`src/rtl/bcd_pkg.sv`:
```
// Shared types and constants for the BCD score counter slice.
package bcd_pkg;

  typedef logic [3:0] bcd_digit_t;

  typedef enum logic {
    IDLE = 1'b0,
    RUN  = 1'b1
  } score_state_t;

  localparam bcd_digit_t BCD_MAX = 4'd9;

  // Next BCD value of a single digit; 9 rolls back to 0.
  function automatic bcd_digit_t bcd_inc(input bcd_digit_t d);
    bcd_inc = (d == BCD_MAX) ? 4'd0 : d + 4'd1;
  endfunction

endpackage

```
`src/rtl/bcd_digit_up.sv`:
```
// One BCD digit that counts up when enabled and reports its carry-out.
module bcd_digit_up
  import bcd_pkg::*;
(
  input  logic       clk,
  input  logic       reset,
  input  logic       clear,
  input  logic       inc,
  output bcd_digit_t digit,
  output logic       carry
);

  // Carry is only raised in the cycle this digit is actually rolling over.
  assign carry = inc && (digit == BCD_MAX);

  // Digit register: clear beats increment, so a zeroing request always wins.
  always_ff @(posedge clk or posedge reset) begin
    if (reset) begin
      digit <= '0;
    end else if (clear) begin
      digit <= '0;
    end else if (inc) begin
      digit <= bcd_inc(digit);
    end
  end

endmodule

```
`src/rtl/bcd_score_up.sv`:
```
// Two-digit BCD score counter: awards arrive over valid/ready and are
// applied one point per step_en strobe.
// Build option: define BCD_SCORE_WRAP_EN to wrap to 00 at the terminal value
// instead of saturating there.
module bcd_score_up
  import bcd_pkg::*;
#(
  parameter bcd_digit_t TERM_L = 4'd9,
  parameter bcd_digit_t TERM_H = 4'd9
) (
  input  logic       clk,
  input  logic       reset,
  input  logic       clear,
  input  logic       step_en,
  input  logic       add_valid,
  input  logic [3:0] add_amount,
  output logic       add_ready,
  output bcd_digit_t countL,
  output bcd_digit_t countH,
  output logic       tc,
  output logic       busy
);

  score_state_t state, state_nxt;
  logic [3:0]   pending, pending_nxt;
  logic         accept;
  logic         step_apply;
  logic         inc_l;
  logic         carry_l;
  logic         carry_h_unused;
  logic         digit_clr;

  assign add_ready  = (state == IDLE) && !clear;
  assign busy       = (state == RUN);
  assign accept     = add_valid && add_ready;
  assign step_apply = (state == RUN) && step_en && !clear;
  assign tc         = (countH == TERM_H) && (countL == TERM_L);

  // The count never advances past terminal; the step there still consumes a point.
  assign inc_l = step_apply && !tc;

`ifdef BCD_SCORE_WRAP_EN
  // A step at terminal zeroes both digits so accumulation restarts from 00.
  assign digit_clr = clear || (step_apply && tc);
`else
  assign digit_clr = clear;
`endif

  bcd_digit_up u_digit_l (
    .clk   (clk),
    .reset (reset),
    .clear (digit_clr),
    .inc   (inc_l),
    .digit (countL),
    .carry (carry_l)
  );

  bcd_digit_up u_digit_h (
    .clk   (clk),
    .reset (reset),
    .clear (digit_clr),
    .inc   (carry_l),
    .digit (countH),
    .carry (carry_h_unused)
  );

  // State and pending-point registers.
  always_ff @(posedge clk or posedge reset) begin
    if (reset) begin
      state   <= IDLE;
      pending <= '0;
    end else begin
      state   <= state_nxt;
      pending <= pending_nxt;
    end
  end

  // Next state: zero-point awards are swallowed in IDLE, RUN ends on the last point.
  always_comb begin
    state_nxt   = state;
    pending_nxt = pending;
    if (clear) begin
      state_nxt   = IDLE;
      pending_nxt = '0;
    end else begin
      case (state)
        IDLE: begin
          if (accept && (add_amount != 4'd0)) begin
            pending_nxt = add_amount;
            state_nxt   = RUN;
          end
        end
        RUN: begin
          if (step_en) begin
            pending_nxt = pending - 4'd1;
            if (pending == 4'd1) begin
              state_nxt = IDLE;
            end
          end
        end
        default: begin
          state_nxt   = IDLE;
          pending_nxt = '0;
        end
      endcase
    end
  end

endmodule
```
`config.mk`:
```
export PLATFORM = sky130hd
export DESIGN_NAME = bcd_score_up
export DESIGN_NICKNAME = d
export VERILOG_FILES = /design/src/rtl/bcd_pkg.sv /design/src/rtl/bcd_digit_up.sv /design/src/rtl/bcd_score_up.sv
export SDC_FILE = /design/constraint.sdc
export NUM_CORES = 1
export LEC_CHECK = 0
export CORE_AREA = 5 5 46 48
export CTS_BUF_LIST = sky130_fd_sc_hd__clkbuf_8
export DETAILED_ROUTE_END_ITERATION = 8
export DIE_AREA = 0 0 51 53
export DONT_BUFFER_PORTS = 1
export PLACE_DENSITY = 0.6
export RECOVER_POWER = 25
export SETUP_SLACK_MARGIN = 0.02
export SYNTH_ARGS = -nofsm -noshare
export SYNTH_HDL_FRONTEND = slang
export SYNTH_SLANG_ARGS = --single-unit
```
`constraint.sdc`:
```
create_clock -name clk -period 1.5 [get_ports clk]
set_input_delay 0.15 -clock clk [delete_from_list [all_inputs] [get_ports clk]]
set_output_delay 0.15 -clock clk [all_outputs]
set_load 0.01 [all_outputs]
```
==> results by group, run 1 <==
Pwr
  • Peak VDD IR: 0.000630 V
  • Total power: between 800 and 900 µW
  • Leak pwr: between 0.4 and 0.5 nW
  • Pwr dens: around 860 nW/µm²

Drt
  • Vias per cell: ~5.9
  • Post-route DRC: 0
  • Via count: 679
  • Wirelength, routed: 1940 µm
  • ANT nets after route: 0
  • Wire per inst: 16.8 µm
  • Drt pass-1 iters: 4
  • 1st-iter DRT viols: 13

Global route
  • Number of global-route vias before repair: 720
  • Pin count of the biggest net entering global routing: 14
  • Total grt overflow: 0
  • First-pass GRT wire length: 3460 µm
  • Initial antenna violation count: 0
  • GRT Overall Usage: 0.172

Logic synthesis
  • Yosys reg bits: 13
  • Unique masters post-synth: 29
  • Ys async rst share: 1.00
  • Syn_area_per_cell: 9.08 µm²
  • Main synth FF type: dfrtp_1
  • Ys Warns: 0
  • Register area share after synthesis: 0.417
  • Syn Nets: 101
  • Post-synth EDFFs: 0
  • Synthesized instance count: 86
  • Syn Std Cell Area: between 700 and 800 µm²

STA
  • F_max: 0.732 GHz
  • Min Tclk post-route: between 1000 and 1500 ps
  • Setup tns final: 0 ps
  • RSZ-0062 raised after global routing: false
  • Worst-margin pin slew: about 560 ps
  • Final setup vio count: 0
  • Max-slew violation count: 0
  • WHS: 75.5 ps
  • Clk_skew: between 1.5 and 2 ps
  • Final hold vios: 0
  • Slew HR: 0.627
  • Final Cycle Share: 0.911

Clocking
  • CTS tree: built
  • Clock Sinks: 13
  • CTS root buffer: clkbuf_8
  • H-Tree Depth: 1
  • Clock Pin Slew Worst Setup and Hold Paths: 60 ps
  • Setup Buffers After CTS: 0
  • Clock latency at the later pin of the worst-skew pair: 240 ps
  • Max clock buf depth: 2
  • CTS Buf Count: 3

Hold path
  • HP Class: in2reg
  • Worst hold endpoint: pending[0]
  • Hold_sp: add_amount[0]
  • Worst hold path stage count: 2

Critical path
  • Critical path data arrival time: 1220 ps
  • Reg2reg path depth: 6
  • Worst-path fanout max: 4
  • CP Capture Type: primary output
  • FF-to-FF setup slack: around 140 ps
  • CP Launch Type: register
  • Crit Reg-Reg Endpoint: u_digit_h.digit[0]
  • Worst EP required: 1350 ps
  • Critical path class: reg2out
  • Worst flop-to-flop path startpoint: u_digit_l.digit[1]

Die
  • Rows: 15
  • Full die area: 2700 µm²
  • Starting Density: 0.467
  • I/O pins: 20
  • Die H: 53 µm
  • Core area: 1670 µm²
  • Die Wd: 51 µm

Layout
  • Layout area overhead: 19.7%
  • Fillers: about 150
  • Most frequent cells in the layout: nor2_1, dfrtp_1, buf_4
  • Antenna cells: 0
  • Commonest non-fill, non-tap cell in the layout: nor2_1
  • Final #Nets: 114
  • Sequential cell area: 325 µm²
  • Share of layout cells above drive strength 1: 0.194
  • Area of the multi-input gates: approximately 440 µm²

Status
  • Status: finished clean

Placement
  • Hpwl dp: 1380 µm
  • I/O Buffers: 0
  • GP Congestion: 0.816

Flow run
  • Max cap viols: 0
==> logic make-up (layout without fill, tap and decap cells) <==
kind of cell	Yosys count	after routing	share of synthesized area
simple gates	37	37	0.240
compound gates	18	18	0.160
flops	13	13	0.417
buf+inv	8	20	0.0417
fa+ha+maj	6	6	0.0962
xor+xnor	4	4	0.0449
==> Yosys cell counts (all sizes together) (2+ instances only) <==
| library cell | n | share of area |
|---|---|---|
| and3 | 2 | 0.016 |
| o21ai | 3 | 0.019 |
| ha | 6 | 0.096 |
| nand3 | 2 | 0.013 |
| nor3 | 7 | 0.045 |
| xnor2 | 3 | 0.034 |
| dfrtp | 13 | 0.42 |
| a21oi | 8 | 0.071 |
| inv | 5 | 0.024 |
| a211o | 2 | 0.022 |
| nand2 | 4 | 0.019 |
| nand3b | 2 | 0.019 |
| a211oi | 2 | 0.019 |
| buf | 2 | 0.013 |
| nor2 | 14 | 0.067 |
==> what timing repair did <==
item,4_1_cts,5_1_grt
hold buffers,2,0
endpoints found under the hold margin,26,0
gates resized for setup,0,5
setup endpoints to repair,0,5
==> power breakdown <==
group	switching (mW)	total (mW)	internal (mW)	leakage, nW
logic	0.0682	0.117	0.0488	0.218
clock network	0.130	0.310	0.181	0.0269
registers	0.0135	0.378	0.365	0.177
==> through the flow <==
| step | util | setup WS, ps | cell area [µm²] | std cells |
|---|---|---|---|---|
| final | 0.560 | 133 | 935 | 115 |
| after global routing | 0.560 | 34.6 | 935 | 115 |
| after CTS | 0.551 | 28.6 | 921 | 115 |
| after detailed placement | 0.512 | 52.9 | 856 | 109 |
| after global placement | 0.512 | 124 | 856 | 109 |
| after floorplan | - | 71.8 | 781 | 86 |
==> registers in the layout (all words and copies together), names as in the netlist <==
signal	count
busy	1
pending	4
u_digit_l.digit	4
u_digit_h.digit	4
==> worst max-delay path by stage <==
stage,slack [ps],from,endpoint
after floorplan,70,u_digit_l.digit[0],u_digit_h.digit[1]
after global placement,120,u_digit_l.digit[1],u_digit_h.digit[1]
after detailed placement,50,u_digit_l.digit[1],u_digit_h.digit[1]
after CTS,30,u_digit_l.digit[1],u_digit_h.digit[1]
after global routing,30,busy,pending[0]
final,130,u_digit_h.digit[1],tc
==> critical path, stage by stage (launching register included) <==
cell	delay [ps]
dfrtp_1	390
inv_1	60
ha_1	130
nand3b_1	150
nor2_1	240
==> layout make-up <==
type,instances,area share
Multi-Input combinational cell,65,0.467
Timing Repair Buffer,11,0.0937
Sequential cell,13,0.348
Inverter,5,0.0201
Tap cell,17,0.0228
Clock inverter,1,0.00402
Clock buffer,3,0.0442
==> routing by layer <==
metal  up-vias  GRT usage  wire [µm]
met2        15      0.281        925
li1        325          -          -
met4         0     0.0448         34
met1       335      0.213        847
met5         -          0          0
met3         4     0.0648        129
Note: power is estimated with default switching activity, not from simulation.
==> inputs of run 2 (changes only) <==
--- a/config.mk
+++ b/config.mk
@@ -5,6 +5,7 @@
 export SDC_FILE = /design/constraint.sdc
 export NUM_CORES = 1
 export LEC_CHECK = 0
+export ABC_CLOCK_PERIOD_IN_PS = 1500
 export CORE_AREA = 5 5 46 48
 export CTS_BUF_LIST = sky130_fd_sc_hd__clkbuf_8
 export DETAILED_ROUTE_END_ITERATION = 8
==> results of run 2 <==
Final layout, timing and power as in run 1 (identical DEF).
